File: src/rtl/multicycle_ctrl.sv
// Multi-cycle sequencer: FETCH/DECODE/EXEC/MEM/WB control for the 3-bit CPU datapath.
// Optional single-step support is compiled in with `define SINGLE_STEP_EN.
module multicycle_ctrl #(
  parameter int         CNT_W   = 8,
  parameter logic [6:0] HALT_OP = 7'h7F
) (
  input  logic             clk,
  input  logic             rst,
  input  logic             go,
  input  logic [15:0]      ins,
`ifdef SINGLE_STEP_EN
  input  logic             step,
  input  logic             step_mode,
`endif
  output logic [15:0]      ir,
  output logic             pc_inc,
  output logic             pc_load,
  output logic             wr_en,
  output logic             m_wr_en,
  output logic [6:0]       alu_op,
  output logic [2:0]       state,
  output logic             halted,
  output logic             illegal,
  output logic [CNT_W-1:0] retired
);

  localparam logic [2:0] S_IDLE   = 3'd0;
  localparam logic [2:0] S_FETCH  = 3'd1;
  localparam logic [2:0] S_DECODE = 3'd2;
  localparam logic [2:0] S_EXEC   = 3'd3;
  localparam logic [2:0] S_MEM    = 3'd4;
  localparam logic [2:0] S_WB     = 3'd5;
  localparam logic [2:0] S_HALT   = 3'd6;
`ifdef SINGLE_STEP_EN
  localparam logic [2:0] S_FETCH_WAIT = 3'd7;
`endif

  localparam logic [6:0] ALU_PASS_R = 7'b0100000;
  localparam logic [6:0] ALU_PASS_M = 7'b1000000;

  logic [2:0]       state_reg, state_next;
  logic [15:0]      ir_reg;
  logic [CNT_W-1:0] retired_reg;
  logic [2:0]       fetch_entry;

  logic [6:0] opcode;
  logic       is_nop, is_alu, is_ld, is_st, is_jmp, is_halt, is_illegal;
  logic [6:0] alu_onehot;

  assign opcode  = ir_reg[15:9];
  assign is_halt = (opcode == HALT_OP);
  assign is_nop  = (opcode == 7'h00);
  assign is_alu  = (opcode >= 7'h01) && (opcode <= 7'h05);
  assign is_ld   = (opcode == 7'h08);
  assign is_st   = (opcode == 7'h09);
  assign is_jmp  = (opcode == 7'h0A);
  assign is_illegal = !(is_halt || is_nop || is_alu || is_ld || is_st || is_jmp);

  // ALU opcodes 1..5 map onto alu_op bits 0..4
  generate
    for (genvar gi = 0; gi < 5; gi++) begin : g_alu_dec
      assign alu_onehot[gi] = (opcode == 7'(gi + 1));
    end
  endgenerate
  assign alu_onehot[6:5] = 2'b00;

`ifdef SINGLE_STEP_EN
  assign fetch_entry = step_mode ? S_FETCH_WAIT : S_FETCH;
`else
  assign fetch_entry = S_FETCH;
`endif

  always_ff @(posedge clk) begin
    if (rst) begin
      state_reg   <= S_IDLE;
      ir_reg      <= '0;
      retired_reg <= '0;
    end else begin
      state_reg <= state_next;
      if (state_reg == S_FETCH)
        ir_reg <= ins;
      if ((pc_inc || pc_load) && (retired_reg != {CNT_W{1'b1}}))
        retired_reg <= retired_reg + 1'b1;
    end
  end

  always_comb begin
    state_next = state_reg;
    case (state_reg)
      S_IDLE:   if (go) state_next = fetch_entry;
      S_FETCH:  state_next = S_DECODE;
      S_DECODE: begin
        if (is_halt)              state_next = S_HALT;
        else if (is_alu)          state_next = S_EXEC;
        else if (is_ld || is_st)  state_next = S_MEM;
        else                      state_next = fetch_entry;
      end
      S_EXEC:   state_next = S_WB;
      S_MEM:    state_next = is_ld ? S_WB : fetch_entry;
      S_WB:     state_next = fetch_entry;
      S_HALT:   state_next = S_HALT;
`ifdef SINGLE_STEP_EN
      // Dropping step_mode while parked releases the wait immediately
      S_FETCH_WAIT: if (step || !step_mode) state_next = S_FETCH;
`endif
      default:  state_next = S_IDLE;
    endcase
  end

  always_comb begin
    pc_inc  = 1'b0;
    pc_load = 1'b0;
    wr_en   = 1'b0;
    m_wr_en = 1'b0;
    alu_op  = '0;
    halted  = 1'b0;
    illegal = 1'b0;
    case (state_reg)
      S_DECODE: begin
        if (is_jmp) begin
          pc_load = 1'b1;
        end else if (is_nop || is_illegal) begin
          pc_inc  = 1'b1;
          illegal = is_illegal;
        end
      end
      S_EXEC: alu_op = alu_onehot;
      S_MEM: begin
        if (is_ld) begin
          alu_op = ALU_PASS_M;
        end else begin
          alu_op  = ALU_PASS_R;
          m_wr_en = 1'b1;
          pc_inc  = 1'b1;
        end
      end
      S_WB: begin
        alu_op = is_ld ? ALU_PASS_M : alu_onehot;
        wr_en  = 1'b1;
        pc_inc = 1'b1;
      end
      S_HALT: halted = 1'b1;
      default: ;
    endcase
  end

  assign ir      = ir_reg;
  assign state   = state_reg;
  assign retired = retired_reg;

endmodule

File: config.mk
export PLATFORM = sky130hd
export DESIGN_NAME = multicycle_ctrl
export DESIGN_NICKNAME = d
export VERILOG_FILES = /design/src/rtl/multicycle_ctrl.sv
export SDC_FILE = /design/constraint.sdc
export NUM_CORES = 1
export LEC_CHECK = 0
export BUFFER_PORTS_ARGS = -buffer_cell sky130_fd_sc_hd__buf_2
export CAP_MARGIN = 20
export CORE_MARGIN = 3
export CORE_UTILIZATION = 48
export DETAILED_ROUTE_END_ITERATION = 10
export MAX_ROUTING_LAYER = met4
export PLACE_DENSITY = 0.79
export SKIP_CTS_REPAIR_TIMING = 1
export SYNTH_ARGS = -nofsm -noshare
export SYNTH_HDL_FRONTEND = slang
export SYNTH_SLANG_ARGS = --single-unit
export TNS_END_PERCENT = 100
File: constraint.sdc
create_clock -name clk -period 2.6 [get_ports clk]
set_input_delay 0.39 -clock clk [delete_from_list [all_inputs] [get_ports clk]]
set_output_delay 0.39 -clock clk [all_outputs]
set_load 0.01 [all_outputs]
==> results.sh, run 1 <==
export IMPL_setup_violations_final=0
export IMPL_cap_violations=0
export IMPL_endpoint="illegal"
export IMPL_synth_top_cell_area_share_pct=36.80
export IMPL_instances_no_fill=266
export IMPL_totalWireLength_mm=3.414
export IMPL_routed_via_count=1443
export IMPL_core_sq_um=2829
export IMPL_first_pass_iters=4
export IMPL_tns_ns=0
export IMPL_dieArea_sq_um=3760
export IMPL_finalMaxSlewViolations=0
export IMPL_r2r_end="retired[4]"
export IMPL_met2_length_mm=1.708
export IMPL_cts_max_path_buffers=2
export IMPL_finalNetCount=256
export IMPL_synthXorXnorAreaFrac_pct=1.193
export IMPL_synth_area_sq_um=1469
export IMPL_peakVddDrop_v=0.0004497
export IMPL_yosysSeqAreaShare_pct=36.80
export IMPL_yosys_warnings=0
export IMPL_fin_crit_ns=2.431
export IMPL_grt_pass1_wl_mm=5.678
export IMPL_syn_nets=205
export IMPL_synthFlopType="dfxtp_1"
export IMPL_wl_met3_um=233
export IMPL_place_inst=262
export IMPL_largest_reg_flops=16
export IMPL_dr_max_layer_used="met4"
export IMPL_synthAdderAreaFrac_pct=0.8518
export IMPL_hold_viol=0
export IMPL_fin_skew_ns=0.001383
export IMPL_cp_max_fo=8
export IMPL_p_total_w=0.0008705
export IMPL_synth_area_per_cell_sq_um=7.940
export IMPL_hpwlAfterDp_mm=2.530
export IMPL_fp_dieW_um=61.32
export IMPL_ys_types=47
export IMPL_synth_mux_area_share_pct=2.981
export IMPL_antenna_found_initial=0
export IMPL_crit_start="ir[11]"
export IMPL_r2r_cells=6
export IMPL_port_buffers=58
export IMPL_p_leak_nw=0.8016
export IMPL_synth_top_family_by_area="simple AND/OR/NAND/NOR gates"
export IMPL_ys_seq_elements=27
export IMPL_postSynthCellCount=185
export IMPL_critPathSlowestCell="or4_4"
export IMPL_clock_latency_ns=0.33
export IMPL_period_share_pct=93.51
export IMPL_drt_iter0_markers=72
export IMPL_synth_top_area_cell="dfxtp_1"
export IMPL_hold_depth=3
export IMPL_ant_nets=0
export IMPL_rsz0062_at_grt="false"
export IMPL_power_density_nw_per_um2=495.5
export IMPL_relSlewSlack_pct=59.14
export IMPL_path_cells="or4_4 -> a211oi_1 -> nand4bb_2 -> inv_1 -> buf_2"
export IMPL_start_util_pct=51.92
export IMPL_required_ns=2.21
export IMPL_gr_total_overflow=0
export IMPL_r2r_setup_slack_ns=0.33
export IMPL_yosys_area_share_simple_pct=36.03
export IMPL_reg2reg_from="ir[11]"
export IMPL_tritoncts="built"
export IMPL_hold_path_class="primary input to flip-flop"
export IMPL_first_global_vias=1299
export IMPL_grt_max_degree=31
export IMPL_wl_met1_mm=1.402
export IMPL_synth_compound_area_share_pct=14.74
export IMPL_synthTopCellsByArea="dfxtp_1 (37%), nand2_1 (11%), a21oi_1 (7.5%)"
export IMPL_areaGrowthSynthToFinish_pct=19.59
export IMPL_gp_congestion=0.8928
export IMPL_cts_htree_levels=1
export IMPL_cts_root_buf="clkbuf_4"
export IMPL_outcome="finished, final reports clean"
export IMPL_tightest_slew_ns=0.6128
export IMPL_synth_edf_count=0
export IMPL_wl_per_cell_um=12.83
export IMPL_endpoint_kind="output pin"
export IMPL_startpoint_type="flip-flop"
export IMPL_antennaDiodeCount=0
export IMPL_fp_row_count=19
export IMPL_drive_gt1_share_pct=34.04
export IMPL_drc=0
export IMPL_cts_buffers=3
export IMPL_cts_sinks=27
export IMPL_via_per_inst=5.425
export IMPL_num_io_pins=59
export IMPL_die_h_um=61.32
export IMPL_max_stage_delay_ns=0.58
export IMPL_max_clock_freq_ghz=0.4113
export IMPL_grt_usage_pct=20.48
export IMPL_async_flop_share_pct=0
export IMPL_worst_setup_path_type="flip-flop to output pin"
export IMPL_clkTransAtPathRegs_ns=0.15
export IMPL_worst_endpoint_arrival_ns=2.04
-- per-stage QoR --
stage | util [%] | worst slack [ns] | hold WS [ns] | instance area (sq um)
after floorplan | - | 0.3820 | 0.4805 | 1469
after CTS | 61.74 | 0.08745 | 0.2657 | 1747
after global placement | 60.64 | 0.4437 | 0.4415 | 1715
final | 62.10 | 0.1687 | 0.2696 | 1757
after detailed placement | 60.64 | 0.3611 | 0.4458 | 1715
after global routing | 62.10 | 0.01790 | 0.2610 | 1757
-- worst max-delay path, delay by kind of cell (launching register included) --
family / cells / cell delay (ns)
AND/OR/NAND/NOR: 2 / 0.84
flip-flops: 1 / 0.41
AO/OA/AOI/OAI: 1 / 0.26
buffers and inverters: 2 / 0.21
-- where the power goes --
part / switching (W) / internal [W]
clock network: 0.000131 / 0.0000628
registers: 0.0000344 / 0.000439
logic: 0.000116 / 0.0000873
-- synth_stat cells, types with 2 or more instances --
master / n
a21oi_1: 22
nor4b_1: 3
buf_6: 2
mux2_1: 3
inv_1: 5
a21o_2: 2
nand2b_1: 3
buf_2: 2
or2b_2: 2
nand3_1: 4
nor4_1: 3
clkbuf_8: 2
nand4_1: 2
nor3_1: 7
nor2b_1: 4
nor2_1: 12
o21ai_0: 3
nand2_1: 44
dfxtp_1: 27
clkbuf_1: 6
-- cell type report --
cell class,instances,area (sq um)
clock buffer,3,22.52
fill,274,1072
multi-input combinational,140,828.3
timing repair buffer,59,297.8
inverter,5,18.77
tap,31,38.79
clock inverter,1,8.758
sequential,27,541.8
-- layout by cell type, fill, tap and decap left out, types with 2 or more instances in the layout --
master	netlist	final
buf_2	2	58
nand2_1	44	44
dfxtp_1	27	26
a21oi_1	22	22
nor2_1	12	12
nor3_1	7	7
inv_1	5	5
nand3_1	4	4
nor2b_1	4	4
nand2b_1	3	3
nor4b_1	3	3
mux2_1	3	3
o21ai_0	3	3
clkbuf_4	0	3
nor4_2	1	2
or2b_2	2	2
nor4_1	3	2
a21o_2	2	2
nand4_1	2	2
-- kinds of logic after synthesis --
kind of cell,count (synthesis)
AO/OA/AOI/OAI,35
XOR/XNOR,2
adder cells (fa/ha/maj),1
buffers and inverters,18
flip-flops,27
multiplexers,4
AND/OR/NAND/NOR,98
-- routing by layer --
metal	GRT usage (%)	vias to the layer above
met4	5.573	0
met3	5.241	8
met5	-	-
met1	22.46	643
met2	36.40	54
li1	-	738
-- worst min path at each step --
stage                        from  endpoint  slack [ns]
after global placement      ir[0]     ir[0]        0.44
after global routing      ins[13]    ir[13]        0.26
final                     ins[10]    ir[10]        0.27
after floorplan             ir[0]     ir[0]        0.48
after detailed placement    ir[0]     ir[0]        0.45
after CTS                  ins[3]     ir[3]        0.27
Power figures use the tool's default switching activity.
==> inputs of run 2 (changes only) <==
- RECOVER_POWER: not set -> 100
==> run 2 against run 1 <==
Compared with the run above:
- worst setup slack worse by 0.014 ns
- highest routed layer unchanged
- flip-flop and latch count unchanged
- count of clock-buffer cells in the layout unchanged
- sequential share of layout area increased by 1.3 points
- clock skew hardly changed
- critical path type unchanged
==> results.sh, run 2 (synthesis gave the netlist of run 1 again) <==
export IMPL_outcome="finished, final reports clean"
export IMPL_cp_max_fo=8
export IMPL_cts_sinks=27
export IMPL_power_density_nw_per_um2=508.6
export IMPL_hold_depth=3
export IMPL_routed_via_count=1446
export IMPL_grt_usage_pct=20.48
export IMPL_cts_root_buf="clkbuf_4"
export IMPL_tightest_slew_ns=0.6065
export IMPL_endpoint_kind="output pin"
export IMPL_gr_total_overflow=0
export IMPL_num_io_pins=59
export IMPL_via_per_inst=5.436
export IMPL_setup_violations_final=0
export IMPL_cap_violations=0
export IMPL_finalNetCount=256
export IMPL_fin_crit_ns=2.445
export IMPL_fin_skew_ns=0.001363
export IMPL_critPathBufInv=2
export IMPL_first_global_vias=1299
export IMPL_fp_row_count=19
export IMPL_startpoint_type="flip-flop"
export IMPL_antenna_found_initial=0
export IMPL_p_clk_share_pct=22.4
export IMPL_hold_path_class="primary input to flip-flop"
export IMPL_worst_endpoint_arrival_ns=2.06
export IMPL_tritoncts="built"
export IMPL_comb_power_share_pct=22.3
export IMPL_largest_reg_flops=16
export IMPL_areaGrowthSynthToFinish_pct=14.74
export IMPL_drive_gt1_share_pct=17.02
export IMPL_ant_nets=0
export IMPL_port_buffers=58
export IMPL_start_util_pct=51.92
export IMPL_grt_pass1_wl_mm=5.678
export IMPL_peakVddDrop_v=0.0004473
export IMPL_tns_ns=0
export IMPL_relSlewSlack_pct=59.56
export IMPL_fin_area_sq_um=1685
export IMPL_antennaDiodeCount=0
export IMPL_mostFrequentLayoutCells="nand2_1 (44), clkbuf_1 (37), dfxtp_1 (26)"
export IMPL_rsz0062_at_grt="false"
export IMPL_worst_setup_path_type="flip-flop to output pin"
export IMPL_drc=0
export IMPL_max_stage_delay_ns=0.56
export IMPL_max_clock_freq_ghz=0.4090
export IMPL_critPathSlowestCell="or4_4"
export IMPL_clkTransAtPathRegs_ns=0.15
export IMPL_critical_path_top_delay_family="simple AND/OR/NAND/NOR gates"
export IMPL_dpl_instance_area_sq_um=1715
export IMPL_p_sw_share_pct=32.27
export IMPL_gp_congestion=0.8928
export IMPL_fillers=291
export IMPL_hpwlAfterDp_mm=2.530
export IMPL_clock_latency_ns=0.33
export IMPL_die_h_um=61.32
export IMPL_r2r_cells=6
export IMPL_core_sq_um=2829
export IMPL_finalMaxSlewViolations=0
export IMPL_cts_htree_levels=1
export IMPL_p_total_w=0.0008571
export IMPL_p_sw_w=0.0002766
export IMPL_period_share_pct=94.05
export IMPL_first_pass_iters=4
export IMPL_path_cells="or4_4 -> a211oi_1 -> nand4bb_1 -> inv_1 -> clkbuf_2"
export IMPL_dieArea_sq_um=3760
export IMPL_cp_num_cells=5
export IMPL_wl_per_cell_um=12.97
export IMPL_cts_max_path_buffers=2
export IMPL_totalWireLength_mm=3.449
export IMPL_internal_power_w=0.0005805
export IMPL_cts_buffers=3
export IMPL_grt_max_degree=31
export IMPL_power_frac_seq_pct=55.3
export IMPL_p_leak_nw=0.6368
export IMPL_fp_dieW_um=61.32
export IMPL_final_common_cell="nand2_1"
export IMPL_required_ns=2.21
export IMPL_hold_viol=0
export IMPL_drt_iter0_markers=77
[run 2: path summary, 6_finish.rpt]
check | start | to | slack [ns]
setup reg to reg | ir[11] | retired[4] | 0.20
hold reg to reg | ir[0] | ir[0] | 0.47
setup / recovery | ir[11] | illegal | 0.15
hold / removal | ins[10] | ir[10] | 0.28
[run 2: per-stage QoR]
| step | setup slack (ns) | hold slack, ns | std cells | util [%] |
|---|---|---|---|---|
| detailed placement | 0.3611 | 0.4458 | 262 | 60.64 |
| finish | 0.1548 | 0.2755 | 266 | 59.58 |
| floorplan | 0.3820 | 0.4805 | 185 | - |
| global placement | 0.4437 | 0.4415 | 262 | 60.64 |
| global route | 0.01664 | 0.2610 | 266 | 59.58 |
| CTS | 0.08745 | 0.2657 | 266 | 61.74 |
[run 2: worst register-to-register path: stages, from the launching register on]
cell and delay (ns):
dfxtp_1 0.41, or4_4 0.56, nor4_1 0.38, nor3b_1 0.17, a21oi_4 0.32, nand4_1 0.14
mux2_1 0.32
[run 2: layout make-up]
type	count	area, sq um	share of cell area (%)
multi-input combinational	140	803.3	47.66
sequential	27	541.8	32.15
timing repair buffer	59	251.5	14.92
tap	31	38.79	2.301
clock buffer	3	22.52	1.336
inverter	5	18.77	1.114
clock inverter	1	8.758	0.5197
[run 2: metal layers]
layer	vias up	GRT usage [%]	part of all wire, %
met4	0	5.573	1.4
met3	6	5.241	6.1
met2	55	36.40	50
li1	737	-	-
met1	648	22.46	43
met5	-	-	0
[run 2: power groups by stage]
stage	Sequential (W)	Clock (W)	Combinational, W
after floorplan	0.000478	0	0.000146
after global placement	0.000479	0	0.000200
after detailed placement	0.000481	0	0.000201
after CTS	0.000472	0.000201	0.000202
after global routing	0.000479	0.000220	0.000215
final	0.000474	0.000192	0.000191
